[src/rtl/serial_add_seq.sv]
// serial_add_seq: bit-serial add/subtract, one full-adder evaluation per clock, LSB first.
module serial_add_seq #(
    parameter int WIDTH = 8
) (
    input  logic             clk,
    input  logic             rst,
    input  logic             start,
    input  logic             sub,
    input  logic [WIDTH-1:0] a,
    input  logic [WIDTH-1:0] b,
    output logic             busy,
    output logic             done,
    output logic [WIDTH-1:0] sum,
    output logic             c_out,
    output logic             overflow
);
    localparam int CW = $clog2(WIDTH);
    typedef enum logic [1:0] {IDLE, RUN, DONE} state_t;
    state_t           state, state_nxt;
    logic [WIDTH-1:0] a_sr, b_sr;
    logic [CW-1:0]    cnt;
    logic             carry, c_msb, s, c_nxt, last;
    assign s     = a_sr[0] ^ b_sr[0] ^ carry;
    assign c_nxt = (a_sr[0] & b_sr[0]) | (a_sr[0] & carry) | (b_sr[0] & carry);
    assign last  = cnt == CW'(WIDTH - 1);
    assign busy  = state != IDLE;
    assign done  = state == DONE;
    always_comb begin
        state_nxt = state == IDLE ? (start ? RUN : IDLE)
                  : state == RUN  ? (last ? DONE : RUN)
                  : IDLE;
    end
    always_ff @(posedge clk) begin
        if (rst) begin
            state    <= IDLE;
            a_sr     <= '0;
            b_sr     <= '0;
            sum      <= '0;
            cnt      <= '0;
            carry    <= 1'b0;
            c_msb    <= 1'b0;
            c_out    <= 1'b0;
            overflow <= 1'b0;
        end else begin
            state <= state_nxt;
            if (state == IDLE && start) begin
                a_sr  <= a;
                b_sr  <= sub ? ~b : b;
                carry <= sub;
                cnt   <= '0;
            end else if (state == RUN) begin
                a_sr  <= a_sr >> 1;
                b_sr  <= b_sr >> 1;
                sum   <= {s, sum[WIDTH-1:1]};
                carry <= c_nxt;
                cnt   <= last ? cnt : cnt + CW'(1);
                // carry into the MSB, needed later for the overflow flag
                if (cnt == CW'(WIDTH - 2)) c_msb <= c_nxt;
                if (last) begin
                    c_out    <= c_nxt;
                    overflow <= c_msb ^ c_nxt;
                end
            end
        end
    end
endmodule

[config.mk]
export PLATFORM = sky130hd
export DESIGN_NAME = serial_add_seq
export DESIGN_NICKNAME = d
export VERILOG_FILES = /design/src/rtl/serial_add_seq.sv
export SDC_FILE = /design/constraint.sdc
export NUM_CORES = 1
export LEC_CHECK = 0
export BUFFER_PORTS_ARGS = -buffer_cell sky130_fd_sc_hd__clkbuf_2
export CAP_MARGIN = 20
export CORE_MARGIN = 5
export CORE_UTILIZATION = 56
export CTS_CLUSTER_DIAMETER = 100
export DETAILED_ROUTE_END_ITERATION = 10
export MAX_ROUTING_LAYER = met4
export PLACE_DENSITY = 0.9
export SLEW_MARGIN = 10
export SYNTH_ARGS = -nofsm -noshare
export SYNTH_HDL_FRONTEND = slang
export SYNTH_SLANG_ARGS = --single-unit
[constraint.sdc]
create_clock -name clk -period 2.91 [get_ports clk]
set_clock_uncertainty 0.2 [all_clocks]
set_input_delay 0.582 -clock clk [delete_from_list [all_inputs] [get_ports clk]]
set_output_delay 0.582 -clock clk [all_outputs]
set_load 0.05 [all_outputs]
==> results.rst <==
.. list-table::
   :header-rows: 1

   * - Metric
     - Value
   * - Category of the worst setup path capture point
     - primary output
   * - Antenna violations before repair
     - 0
   * - FF-to-FF End
     - cnt[1]$_SDFFE_PP0P_
   * - Combined global-route utilization of all metal layers
     - 19.2%
   * - Number of buffers added to fix hold violations after cts
     - 0
   * - Number of global-route vias before repair
     - 1133
   * - Ranking of synthesized cells by instance count
     - 33 x sky130_fd_sc_hd__dfxtp_1, 28 x sky130_fd_sc_hd__nand2_1, 22 x sky130_fd_sc_hd__nor2_1
   * - Min-Delay Path Class
     - reg2reg
   * - # diodes
     - 0
   * - Core outline area
     - 2480 um2
   * - Setup crit start
     - state[1]$_SDFF_PP0_
   * - Startpoint of the worst register-to-register path
     - cnt[0]$_SDFFE_PP0P_
   * - Total number of clock tree sinks
     - 33
   * - Power density normalized to cell area
     - 530 nW/um2
   * - Hold Vio Cnt, Final
     - 0
   * - Final core utilization
     - 66.8%
   * - Number of warnings reported in the yosys synthesis log
     - 0
   * - Most common flop cell mapped by yosys
     - sky130_fd_sc_hd__dfxtp_1
   * - Slew @ Worst Pin
     - 681 ps
   * - CTS tree
     - built
   * - Post-DR wirelength/cell
     - 13.3 um
   * - GP Congestion
     - 0.783
   * - R2r worst-path depth
     - 5
   * - Place WS
     - 756 ps
   * - Biggest area consumer among synthesized cells
     - sky130_fd_sc_hd__dfxtp_1
   * - Number of vias per cell after detailed routing
     - 5.59
   * - Maximum number of pins on one net before global-route repair
     - 30
   * - Largest driver fanout on the critical path
     - 9
   * - Buffers on Ports
     - 31
   * - Clock latency reported for the late side of the worst-skew pair
     - 330 ps
   * - Final clock period utilization by the worst path
     - 76.6%
   * - Avg Cell Area, Syn
     - 8.69 um2
   * - Met3 routed wirelength
     - 149 um
   * - Starting DRT DRC Count
     - 68
   * - Met2 WL post-DR
     - 1440 um
   * - Maxcap violations
     - 0
   * - Setup repair after global routing missed its margin
     - no
   * - Worst setup path category
     - reg2out
   * - Count of flip-flops with a built-in enable after synthesis
     - 0
   * - Number of buffers created by CTS
     - 5
   * - Remaining number of nets flagged by the antenna check after routing
     - 0
   * - Resized Gates After CTS
     - 0
   * - Setup violation total in the final timing report
     - 0
   * - Part of the Yosys area used for sequential elements
     - 45.5%
   * - Flop2flop setup slack
     - 1100 ps
   * - CTS clk-pin slew, worst paths
     - 80 ps
   * - Cell types with the largest area share after synthesis
     - sky130_fd_sc_hd__dfxtp_1 46%, sky130_fd_sc_hd__nand2_1 7.2%, sky130_fd_sc_hd__a21oi_1 6.6%, sky130_fd_sc_hd__nor2_1 5.7%, sky130_fd_sc_hd__a221o_1 4.8%
   * - Setup TNS Final
     - 0 ps
   * - CTS H-Tree Depth
     - 2
   * - Layout Nets
     - 219
   * - Result of the run
     - finished, final reports clean
   * - Routed metal-1 wirelength
     - 1350 um
   * - Timing-limited maximum frequency
     - 0.449 GHz
   * - Critical Path Source Type
     - flop
   * - DRC violations left
     - 0
   * - Leftover overflow at the end of global routing
     - 0
   * - Top Layer Used
     - met4
   * - Minimum setup slack in the final design
     - 681 ps
   * - Setup crit end
     - done
   * - Fraction of final layout cells with drive strength greater than 1
     - 21.0%
   * - Total power
     - 0.877 mW
   * - Pre-Repair DR Iteration Count
     - 4
   * - Number of buffers inserted to repair setup after CTS
     - 0
   * - Netlist area before placement
     - 1450 um2
   * - Aggregate routed wire length
     - 2980 um
   * - Number of top-level pins
     - 32
   * - Count of filler cells inserted in the layout
     - 224
   * - HPWL after detailed placement
     - 2230 um
   * - First-pass GRT wire length
     - 4920 um
   * - Data arrival time of the critical path
     - 1450 ps
   * - Worst hold margin
     - 255 ps
   * - Top-count cell post-synth
     - sky130_fd_sc_hd__dfxtp_1
   * - Count of pins over their slew limit
     - 0
   * - Die footprint
     - 3710 um2
   * - Floorplan die width
     - 60.9 um
   * - Relative slew slack
     - 54.4%
   * - Proportion of netlist area held by the largest area contributor
     - 45.5%
   * - Die outline height
     - 60.9 um
   * - Leak pwr
     - 0.683 nW
   * - Site row count
     - 18
   * - Unique cell type count in the Yosys netlist
     - 31
   * - Layout overhead on the synthesized area
     - 14.0%
   * - Routed vias
     - 1257
   * - Largest voltage drop on the vdd net
     - 394 uV
   * - Buffers from clock root to sink, at most
     - 2
   * - Count of mapped cells out of synthesis
     - 167
   * - Critical Path RT
     - 2130 ps
   * - Flip-flop and latch count after synthesis
     - 33
   * - Fraction of registers with async set/reset
     - 0%
   * - Initial Util
     - 58.6%
   * - Post-layout min period
     - 2230 ps
   * - Total nets after synthesis
     - 191
   * - Root Buffer Master
     - sky130_fd_sc_hd__clkbuf_4
cell usage in the layout (no fill, tap or decap), drive strengths merged:
| master | n |
|---|---|
| dfxtp | 33 |
| nand3b | 1 |
| nor2 | 22 |
| nor2b | 1 |
| a211oi | 8 |
| mux2i | 1 |
| a21oi | 19 |
| ha | 3 |
| or3b | 1 |
| nand4 | 1 |
| fa | 1 |
| o21ba | 1 |
| nand3 | 3 |
| nor3 | 2 |
| o21ai | 1 |
| xnor2 | 8 |
| clkbuf | 38 |
| a2111oi | 1 |
| or4b | 1 |
| nand2b | 3 |
| a221o | 7 |
| nor3b | 2 |
| xor2 | 2 |
| buf | 2 |
| nand2 | 28 |
| inv | 3 |
| o22ai | 2 |
sequential cells by signal (all words and copies together) (netlist names):
| register | flops |
|---|---|
| carry | 1 |
| c_msb | 1 |
| cnt | 3 |
| overflow | 1 |
| b_sr | 8 |
| state | 2 |
| a_sr | 8 |
| c_out | 1 |
| sum | 8 |
worst max-delay path: stages, from the launching register on:
cell                       delay [ps]
sky130_fd_sc_hd__dfxtp_1          530
sky130_fd_sc_hd__inv_1            150
sky130_fd_sc_hd__nor2_1           140
sky130_fd_sc_hd__clkbuf_2         300
per-stage QoR:
step	instance area (um2)	cells
after CTS	1650	225
after floorplan	1450	167
after global routing	1650	225
after global placement	1600	218
after detailed placement	1600	218
final	1650	225
routing by layer:
metal | vias up | GRT usage [%]
met5 | - | -
met4 | 0 | 8.36
met3 | 4 | 7.66
met2 | 29 | 28.7
met1 | 595 | 22.7
li1 | 629 | -
cell type report:
type	count	area, um2	area share (%)
tap	30	37.5	2.27
clock buffer	7	55.1	3.33
inverter	3	11.3	0.681
sequential	33	661	39.9
multi-input combinational	119	719	43.5
timing repair buffer	33	170	10.3
where the power goes:
part | switching, mW | internal [mW]
clock | 0.140 | 0.114
sequential | 0.0185 | 0.477
combinational | 0.0742 | 0.0540
cell families (layout without fill, tap and decap cells):
kind of cell    Yosys count  after routing  synth area share, %
compound gates           39             39                 18.1
fa+ha+maj                 4              4                 3.97
buf+inv                  15             43                 4.91
mux                       1              1                0.690
flops                    33             33                 45.5
simple gates             65             65                 20.8
xor+xnor                 10             10                 6.03
how the worst min path moves through the flow:
stage,from,end,slack (ps),cells past startpoint
5_1_grt,a[7],a_sr[7]$_SDFFE_PP0P_,260,3
3_3_place_gp,overflow$_SDFFE_PP0P_,overflow$_SDFFE_PP0P_,240,2
6_report,overflow$_SDFFE_PP0P_,overflow$_SDFFE_PP0P_,260,2
4_1_cts,overflow$_SDFFE_PP0P_,overflow$_SDFFE_PP0P_,260,2
3_5_place_dp,overflow$_SDFFE_PP0P_,overflow$_SDFFE_PP0P_,250,2
2_1_floorplan,a_sr[2]$_SDFFE_PP0P_,a_sr[1]$_SDFFE_PP0P_,240,2
Note: power is estimated with default switching activity, not from simulation.
